--- src/rtl/can_rx_pkg.sv ---
// -----------------------------------------------------------------------------
// can_rx_pkg
// Shared types and helpers for the CAN/CAN FD receive frame writer.
//   rx_state_e    : writer FSM states
//   rx_hdr_t      : received frame header fields
//   HDR_WORDS     : number of header words at the front of every FIFO entry
//   dlc_to_bytes  : DLC -> payload byte count (classic and FD coding)
//   hdr_word0/1   : header word packing for the FIFO entry
// -----------------------------------------------------------------------------
package can_rx_pkg;

    typedef enum logic [1:0] {
        IDLE    = 2'd0,
        COLLECT = 2'd1,
        DRAIN   = 2'd2
    } rx_state_e;

    typedef struct packed {
        logic [28:0] id;
        logic        ide;
        logic        rtr;
        logic        fdf;
        logic        brs;
        logic        esi;
        logic [3:0]  dlc;
    } rx_hdr_t;

    localparam int HDR_WORDS = 2;

    // Classic frames cap at 8 bytes; FD frames use the extended length table.
    function automatic logic [6:0] dlc_to_bytes(input logic fdf, input logic [3:0] dlc);
        logic [6:0] n;
        if (dlc <= 4'd8) begin
            n = {3'b000, dlc};
        end else if (!fdf) begin
            n = 7'd8;
        end else begin
            case (dlc)
                4'd9:    n = 7'd12;
                4'd10:   n = 7'd16;
                4'd11:   n = 7'd20;
                4'd12:   n = 7'd24;
                4'd13:   n = 7'd32;
                4'd14:   n = 7'd48;
                default: n = 7'd64;
            endcase
        end
        return n;
    endfunction

    // Flags in the top byte, DLC in [23:20]; trunc marks a payload cut to fit the entry.
    function automatic logic [31:0] hdr_word0(input rx_hdr_t h, input logic trunc);
        return {h.fdf, h.brs, h.esi, h.ide, h.rtr, trunc, 2'b00, h.dlc, 20'h00000};
    endfunction

    function automatic logic [31:0] hdr_word1(input rx_hdr_t h);
        return {3'b000, h.id};
    endfunction

endpackage

--- src/rtl/can_rx_stage_buf.sv ---
// -----------------------------------------------------------------------------
// can_rx_stage_buf
// MAX_WORDS x 32 staging register file for one received frame.
//   clk, rst      : clock, synchronous active-high reset (clears all words)
//   clr           : load hdr0/hdr1 into words 0/1 and zero every data word
//   hdr0, hdr1    : header words loaded by clr
//   we, wr_idx, be, wdata : byte-lane write into word wr_idx
//   rd_idx, rd_data       : combinational read of word rd_idx
// -----------------------------------------------------------------------------
module can_rx_stage_buf
    import can_rx_pkg::*;
#(
    parameter int MAX_WORDS = 15,
    parameter int IDX_W     = 4
) (
    input  logic             clk,
    input  logic             rst,
    input  logic             clr,
    input  logic [31:0]      hdr0,
    input  logic [31:0]      hdr1,
    input  logic             we,
    input  logic [IDX_W-1:0] wr_idx,
    input  logic [3:0]       be,
    input  logic [31:0]      wdata,
    input  logic [IDX_W-1:0] rd_idx,
    output logic [31:0]      rd_data
);

    localparam logic [IDX_W-1:0] LAST_IDX = IDX_W'(MAX_WORDS - 1);

    logic [31:0] mem_r [MAX_WORDS];

    // Word storage: clear/preload on a new frame, byte-lane writes while collecting.
    always_ff @(posedge clk) begin
        if (rst) begin
            for (int w = 0; w < MAX_WORDS; w++) begin
                mem_r[w] <= 32'h0000_0000;
            end
        end else if (clr) begin
            // Zeroing the data words here is what makes unsent bytes read back as 0.
            for (int w = 0; w < MAX_WORDS; w++) begin
                if (w == 0) begin
                    mem_r[w] <= hdr0;
                end else if (w == HDR_WORDS - 1) begin
                    mem_r[w] <= hdr1;
                end else begin
                    mem_r[w] <= 32'h0000_0000;
                end
            end
        end else if (we && (wr_idx <= LAST_IDX)) begin
            for (int b = 0; b < 4; b++) begin
                if (be[b]) begin
                    mem_r[wr_idx][8*b +: 8] <= wdata[8*b +: 8];
                end
            end
        end
    end

    // Combinational read port; out-of-range indices read as zero.
    always_comb begin
        rd_data = 32'h0000_0000;
        if (rd_idx <= LAST_IDX) begin
            rd_data = mem_r[rd_idx];
        end else begin
            rd_data = 32'h0000_0000;
        end
    end

endmodule

--- src/rtl/can_rx_frame_writer.sv ---
// -----------------------------------------------------------------------------
// can_rx_frame_writer
// Packs a received CAN/CAN FD frame (header + serial data bytes) into 32-bit
// words and, on commit, writes the whole entry to the RX FIFO as one gapless
// wr burst.
//   clk, rst          : clock, synchronous active-high reset
//   reset_mode        : controller reset mode (like rst, but drop_cnt is held)
//   frame_start, hdr_*: new frame pulse with its header fields
//   byte_valid, byte_data : next data byte
//   frame_ok, frame_err   : commit / discard the current frame
//   ready             : 1 while idle (new frames accepted)
//   wr, data_out      : FIFO write strobe and data
//   drop_cnt          : frames lost because they started while busy (saturating)
// -----------------------------------------------------------------------------
module can_rx_frame_writer
    import can_rx_pkg::*;
#(
    parameter int MAX_WORDS = 15
) (
    input  logic        clk,
    input  logic        rst,
    input  logic        reset_mode,
    input  logic        frame_start,
    input  logic [28:0] hdr_id,
    input  logic        hdr_ide,
    input  logic        hdr_rtr,
    input  logic        hdr_fdf,
    input  logic        hdr_brs,
    input  logic        hdr_esi,
    input  logic [3:0]  hdr_dlc,
    input  logic        byte_valid,
    input  logic [7:0]  byte_data,
    input  logic        frame_ok,
    input  logic        frame_err,
    output logic        ready,
    output logic        wr,
    output logic [31:0] data_out,
    output logic [7:0]  drop_cnt
);

    localparam int               IDX_W     = $clog2(MAX_WORDS + 1);
    localparam logic [6:0]       STORE_MAX = 7'(4 * (MAX_WORDS - HDR_WORDS));
    localparam logic [IDX_W-1:0] HDR_IDX   = IDX_W'(HDR_WORDS);

    rx_state_e        state_r;
    logic [6:0]       byte_cnt_r;
    logic [6:0]       stored_r;
    logic [IDX_W-1:0] n_words_r;
    logic [IDX_W-1:0] rd_idx_r;

    rx_hdr_t          hdr_s;
    logic [6:0]       nbytes_s;
    logic             trunc_s;
    logic [6:0]       stored_s;
    logic [6:0]       data_words_s;
    logic [IDX_W-1:0] n_words_s;
    logic             accept_s;
    logic             byte_we_s;
    logic [IDX_W-1:0] wr_idx_s;
    logic [3:0]       be_s;
    logic [IDX_W-1:0] rd_idx_s;
    logic [31:0]      rd_data_s;

    assign hdr_s = '{id: hdr_id, ide: hdr_ide, rtr: hdr_rtr, fdf: hdr_fdf,
                     brs: hdr_brs, esi: hdr_esi, dlc: hdr_dlc};

    // Entry geometry of the incoming frame, evaluated while its header is valid.
    always_comb begin
        nbytes_s     = 7'd0;
        trunc_s      = 1'b0;
        stored_s     = 7'd0;
        if (hdr_rtr) begin
            nbytes_s = 7'd0;
        end else begin
            nbytes_s = dlc_to_bytes(hdr_fdf, hdr_dlc);
        end
        trunc_s      = (nbytes_s > STORE_MAX);
        stored_s     = trunc_s ? STORE_MAX : nbytes_s;
        data_words_s = (stored_s + 7'd3) >> 2;
        n_words_s    = HDR_IDX + IDX_W'(data_words_s);
    end

    // Buffer control: preload on accepted start, little-endian byte placement.
    always_comb begin
        accept_s  = frame_start && (state_r == IDLE);
        byte_we_s = (state_r == COLLECT) && byte_valid && (byte_cnt_r < stored_r);
        wr_idx_s  = HDR_IDX + IDX_W'(byte_cnt_r[6:2]);
        be_s      = 4'b0001 << byte_cnt_r[1:0];
        // Word 0 is fetched on the commit edge itself, before the FSM reaches DRAIN.
        rd_idx_s  = (state_r == DRAIN) ? rd_idx_r : {IDX_W{1'b0}};
    end

    can_rx_stage_buf #(
        .MAX_WORDS (MAX_WORDS),
        .IDX_W     (IDX_W)
    ) u_buf (
        .clk     (clk),
        .rst     (rst),
        .clr     (accept_s),
        .hdr0    (hdr_word0(hdr_s, trunc_s)),
        .hdr1    (hdr_word1(hdr_s)),
        .we      (byte_we_s),
        .wr_idx  (wr_idx_s),
        .be      (be_s),
        .wdata   ({4{byte_data}}),
        .rd_idx  (rd_idx_s),
        .rd_data (rd_data_s)
    );

    // Frame sequencing FSM with registered FIFO-side outputs and drop counter.
    always_ff @(posedge clk) begin
        if (rst) begin
            state_r    <= IDLE;
            wr         <= 1'b0;
            data_out   <= 32'h0000_0000;
            ready      <= 1'b1;
            drop_cnt   <= 8'd0;
            byte_cnt_r <= 7'd0;
            stored_r   <= 7'd0;
            n_words_r  <= {IDX_W{1'b0}};
            rd_idx_r   <= {IDX_W{1'b0}};
        end else if (reset_mode) begin
            state_r    <= IDLE;
            wr         <= 1'b0;
            data_out   <= 32'h0000_0000;
            ready      <= 1'b1;
            byte_cnt_r <= 7'd0;
            stored_r   <= 7'd0;
            n_words_r  <= {IDX_W{1'b0}};
            rd_idx_r   <= {IDX_W{1'b0}};
        end else begin
            // A start while busy loses that frame; the current one carries on.
            if (frame_start && !ready && (drop_cnt != 8'hFF)) begin
                drop_cnt <= drop_cnt + 8'd1;
            end
            case (state_r)
                IDLE: begin
                    if (frame_start) begin
                        state_r    <= COLLECT;
                        ready      <= 1'b0;
                        byte_cnt_r <= 7'd0;
                        stored_r   <= stored_s;
                        n_words_r  <= n_words_s;
                    end else begin
                        state_r    <= IDLE;
                        ready      <= 1'b1;
                    end
                end
                COLLECT: begin
                    if (frame_err) begin
                        state_r <= IDLE;
                        ready   <= 1'b1;
                    end else begin
                        if (byte_we_s) begin
                            byte_cnt_r <= byte_cnt_r + 7'd1;
                        end
                        if (frame_ok) begin
                            state_r  <= DRAIN;
                            wr       <= 1'b1;
                            data_out <= rd_data_s;
                            rd_idx_r <= {{(IDX_W-1){1'b0}}, 1'b1};
                        end
                    end
                end
                DRAIN: begin
                    if (rd_idx_r < n_words_r) begin
                        wr       <= 1'b1;
                        data_out <= rd_data_s;
                        rd_idx_r <= rd_idx_r + {{(IDX_W-1){1'b0}}, 1'b1};
                    end else begin
                        // ready rises together with the falling edge of wr.
                        state_r  <= IDLE;
                        wr       <= 1'b0;
                        data_out <= 32'h0000_0000;
                        ready    <= 1'b1;
                    end
                end
                default: begin
                    state_r  <= IDLE;
                    wr       <= 1'b0;
                    data_out <= 32'h0000_0000;
                    ready    <= 1'b1;
                end
            endcase
        end
    end

endmodule

--- config.mk ---
export PLATFORM = sky130hd
export DESIGN_NAME = can_rx_frame_writer
export DESIGN_NICKNAME = d
export VERILOG_FILES = /design/src/rtl/can_rx_pkg.sv /design/src/rtl/can_rx_stage_buf.sv /design/src/rtl/can_rx_frame_writer.sv
export SDC_FILE = /design/constraint.sdc
export NUM_CORES = 1
export LEC_CHECK = 0
export CAP_MARGIN = 20
export CORE_UTILIZATION = 30
export DETAILED_ROUTE_END_ITERATION = 10
export PLACE_DENSITY_LB_ADDON = 0.1
export SYNTH_ARGS = -nofsm -noshare
export SYNTH_HDL_FRONTEND = slang
export SYNTH_HIERARCHICAL = 1
export SYNTH_SLANG_ARGS = --single-unit
--- constraint.sdc ---
create_clock -name clk -period 8.63 [get_ports clk]
set_input_delay 0.863 -clock clk [delete_from_list [all_inputs] [get_ports clk]]
set_output_delay 0.863 -clock clk [all_outputs]
set_load 0.05 [all_outputs]
# == Yosys cells after proc, flatten, opt, wreduce, memory -nomap -nowiden ==
# Memories as Yosys holds them, arrays and structs flattened.
# Cells that the tools add are included.
# word_totals
reg_bits,66
mem_bits_rw,480
out_inout_bits,42
wordCells,151
mem_count,1
# memory_table
name,words,width,rd,rd_ports_with_merged_regs,write_ports,line,rtl
u_buf.mem_r,15,32,1,0,15,can_rx_stage_buf.sv:31,logic [31:0] mem_r [MAX_WORDS];
# op_classes
add_sub_neg,6
n_lt_le_gt_ge,6
n_eq_ne,17
n_shift,1
n_mux,75
n_bitwise,17
reduce_logical,19
# ops
cell,n
$mux 32,20
$pmux 32 s3,1
$mux 7,7
$pmux 7 s6,1
$mux 1,32
$reduce_or 32->1,1
$eq 4x4->1 const B,6
$mux 4,6
$or 1x1->1,15
$pmux 7 s2,1
$le 4x4->1 const B,3
$ne 2x2->1 const B,5
$add 2x4->4 const A,2
$add 8x1->8 const B,1
$ne 8x8->1 const B,1
$pmux 4 s2,1
$reduce_and 2->1,4
$reduce_and 4->1,2
$add 7x1->7 const B,1
$gt 7x6->1 const B,1
$lt 7x7->1,1
$add 6x2->6 const B,1
$logic_and 1x1->1,6
$mux 2,3
other kinds (15),19

# == Depth between registers and ports, before layout ==
# logic_depth
ltp_word,10
mapped_depth,11
depth_no_buf,9

# == Modules after synthesis ==
# Netlist, hierarchy kept.
# modules_own_cells
module,n_inst,cells_per_inst,area_per_inst_um2,seq_area_each_um2
can_rx_stage_buf,1,1650,22581.7,14413.8
can_rx_frame_writer,1,326,2996.6,1321.3

# == Worst setup path after synthesis ==
# OpenSTA, ideal clock, no wires.
# synth_timing
kind,input port to flip-flop
startpoint,input port frame_start
endpoint,memory u_buf.mem_r[11][16] (enable)
setup_time_ns,0.384
t_arrival_ns,2.744
required_ns,8.246
path_slack_ns,5.502
stages,8
path_cell_list,nand2_1 -> clkbuf_1 -> inv_1 -> buf_1 -> nor2_4 -> nand4_1 -> clkbuf_1 -> o21ai_0
# synth_lines
item,line,rtl
"start, declared",can_rx_frame_writer.sv:23,"input logic frame_start,"
"end, declared",can_rx_stage_buf.sv:31,

# == Worst setup path after layout ==
# layout_timing
startpoint,register state_r[0]
endpoint,register data_out[17]
# layout_between
elab_chain_len,7
# layout_lines
item,line,rtl
"start, declared",can_rx_frame_writer.sv:45,rx_state_e state_r;
"start signal, assigned",can_rx_frame_writer.sv:113,state_r <= IDLE;
"start signal, assigned",can_rx_frame_writer.sv:123,state_r <= IDLE;
"start signal, assigned",can_rx_frame_writer.sv:139,state_r <= COLLECT;
$eq 2x2->1 (*),can_rx_frame_writer.sv:90,rd_idx_s = (state_r == DRAIN) ? rd_idx_r : {IDX_W{1'b0}};
$mux 4 (*),can_rx_frame_writer.sv:90,
via rd_idx_s[3],can_rx_frame_writer.sv:61,logic [IDX_W-1:0] rd_idx_s;
$mem_v2 15x32 or $le 4x4->1 (tied branches),-,
$mux 32 (*),can_rx_stage_buf.sv:62,if (rd_idx <= LAST_IDX) begin
via rd_data_s[17],can_rx_frame_writer.sv:62,logic [31:0] rd_data_s;
$mux 32,can_rx_frame_writer.sv:157,if (frame_ok) begin
$mux 32,can_rx_frame_writer.sv:150,if (frame_err) begin
$pmux 32 s3 (*),can_rx_frame_writer.sv:136,case (state_r)
"end signal, assigned",can_rx_frame_writer.sv:160,data_out <= rd_data_s;
"end signal, assigned",can_rx_frame_writer.sv:168,data_out <= rd_data_s;
"end, declared",can_rx_frame_writer.sv:37,"output logic [31:0] data_out,"
# The timed path passes the listed nets; every way through them passes the cells marked *. The select of a mux whose other input is x is not followed.
# A chain may end at the register's enable or synchronous reset.

==> results.toml <==
[yosys]
synth_warnings = 6
synth_common_cells = "480 x edfxtp_1, 421 x and2_1, 160 x mux2i_1"
yosysTopAreaCell = "edfxtp_1"
muxShareOfSynthArea = 0.0908
ys_seq_area_frac = 0.615
async_flop_share = 0
synth_fa_ha_area_frac = 0.00978
synth.most_common_cell = "edfxtp_1"
yosys.area_share.simple = 0.143
yosys-top-cells-area = "edfxtp_1 56%, and2_1 10%, mux2i_1 6.3%, dfxtp_1 5.2%, a22o_1 3.3%"
syn_avg_cell_area_um2 = 12.9
synth_top_family_by_area = "simple AND/OR/NAND/NOR gates"
yosysUniqueCellTypes = 60
synthesis.area_mm2 = 0.0256
synth_xor_area_frac = 0.00308
synth-edff-count = 480
synth_compound_area_frac = 0.107
synth_top_area_frac = 0.564
syn_inst = 1976
synth_flop_cell = "edfxtp_1"
ys_seq_elements = 546

[setup_path]
critPathRequiredTime_ns = 9.12
crit_type = "flop to flop"
crit_path_end_kind = "flop"
setup.worst_path.start_class = "flop"
critPathMaxFanout = 56
r2r-start = "state_r[0]"
rr_endpoint = "data_out[17]"
reg2reg_slack_ns = 4.34
cp.arrival_ns = 4.78
crit_end = "data_out[17]"
crit_start = "state_r[0]"
ff2ff_path_depth = 9

[routing]
drtIter0Drc = 1290
via_count = 16400
ant_nets = 0
totalWireLength_um = 79500
drt-wirelength-per-cell_um = 24.1
vias_per_cell = 4.96
first_pass_iters = 7
drcViolationCount = 0

[timing]
max_freq_mhz = 233
finalSetupTns_ns = 0
period_needed_ns = 4.29
hold_viol = 0
maxSlewViolCount = 0
setup_viol = 0
fin_crit_sh = 0.497
skew_ns = 0.0143
rsz0062_at_grt = "false"
maxSlewHeadroom = 0.280
layout_setup_ws_ns = 4.34
worst_pin_slew_ns = 1.07

[place]
gp_congestion = 0.746
dp_hpwl_um = 48700
dp_slack_ns = 4.12
io_buffers = 94
place_inst = 3146

[clock_network]
clk_latency_ns = 0.60
cts-resized-gates = 0
clockBufferDepth = 3
hold_buffers = 0
postCtsSetupBuffers = 0
cts_sinks = 546
cts.clk_slew.worst_paths_ns = 0.06
cts-root-buf = "clkbuf_16"
cts_tree = "done"
cts-htree-levels = 3
cts_inserted_buffers = 66

[floorplan]
die_area_mm2 = 0.0864
die_h_um = 294
rows = 106
core_area_mm2 = 0.0840
io_pins = 95
start_util = 0.305
die_w_um = 294

[finish]
areaGrowthSynthToFinish_pct = 17.5
nets = 2184
post-route-util = 0.358
drive_gt1_frac = 0.110
fillers = 8108
stdcell_count = 3299

[power_and_ir_drop]
leakagePower_nw = 10.6
ir_drop_v = 0.000112
power_density_mw_per_mm2 = 201

[global_route]
grt_start_max_net_pins = 65
grt_usage = 0.183
grt_pass1_vias = 16400
grt-ovfl-total = 0
antenna_found_initial = 3
grt_pass1_wl_um = 114000

[job]
drv_cap = 0

[min_path]
hp-class = "flop to flop"

[run_status]
outcome = "complete, no violations"
==> where the power goes <==
| part | leakage [nW] | internal [W] | switching [W] |
|---|---|---|---|
| clock network | 1.04 | 0.00160 | 0.00110 |
| logic | 3.71 | 0.0000942 | 0.000209 |
| registers | 5.82 | 0.00299 | 0.0000457 |
==> worst min-delay path by stage <==
stage                            from          end  slack, ns  cells after the start
after global placement             wr           wr       0.44                      1
after CTS                          wr           wr       0.46                      1
after detailed placement           wr           wr       0.45                      1
final                              wr           wr       0.46                      1
after floorplan           stored_r[6]  stored_r[6]       0.43                      2
after global routing      stored_r[4]  stored_r[4]       0.48                      2
==> worst max-delay path: stages, from the launching register on <==
cell	delay (ns)
dfxtp_1	0.32
inv_1	0.08
ha_1	0.32
and2_4	0.76
buf_4	0.69
buf_4	0.88
mux4_2	0.42
o211ai_1	0.24
o21ai_1	0.10
a22o_1	0.23
==> routing by layer <==
| layer | share of wire | routed length, um | track usage |
|---|---|---|---|
| met5 | 0 | 0 | 0 |
| met3 | 0.049 | 3920 | 0.0286 |
| met4 | 0.024 | 1940 | 0.0501 |
| met2 | 0.46 | 36500 | 0.290 |
| met1 | 0.47 | 37100 | 0.260 |
==> flip-flops by register name, indices dropped and copies added (netlist names) <==
register     flops
byte_cnt_r       7
data_out        32
drop_cnt         8
n_words_r        4
rd_idx_r         4
ready            1
state_r          2
stored_r         7
u_buf/mem_r    480
wr               1
==> placed cells by master (no fill, tap or decap), types with 19 or more instances in the layout <==
cell             count
and2_1             418
nand2_1             62
nor2_1              76
mux2i_1            160
edfxtp_1           480
nand3_1             19
o211ai_1            31
clkbuf_16           72
o221ai_1            31
mux4_2              32
ha_1                20
inv_1               51
conb_1              25
a21oi_1             22
clkdlybuf4s50_1     86
dfxtp_1             66
buf_2               33
o21ai_0             94
a22o_1              96
buf_4               49
a22oi_1             64
==> cells by family after synthesis <==
family	after synthesis
xor gates and xnor gates	9
muxes	192
AOI/OAI and AO/OA	382
and+or+nand+nor	642
DFF	546
adders and majority gates	20
buffers and inverters	184
other	1
==> area by class of cell <==
class / instances / area (um2) / share of cell area
repair buffers: 175 / 1440 / 0.0478
clock inverters: 34 / 205 / 0.00683
flip-flops and latches: 546 / 15700 / 0.524
diodes: 1 / 2.50 / 0.0000833
multi-input cells: 1270 / 9170 / 0.305
clock buffers: 87 / 1890 / 0.0628
inverters: 52 / 195 / 0.00649
well taps: 1134 / 1420 / 0.0472
==> stage by stage <==
stage          power [W]  area (um2)  hold WS [ns]
2_1_floorplan    0.00322       25700         0.428
3_3_place_gp     0.00340       27800         0.440
3_5_place_dp     0.00340       27800         0.447
4_1_cts          0.00611       29900         0.460
5_1_grt          0.00623       30100         0.481
6_report         0.00604       30100         0.455
Note: power is estimated with default switching activity, not from simulation.
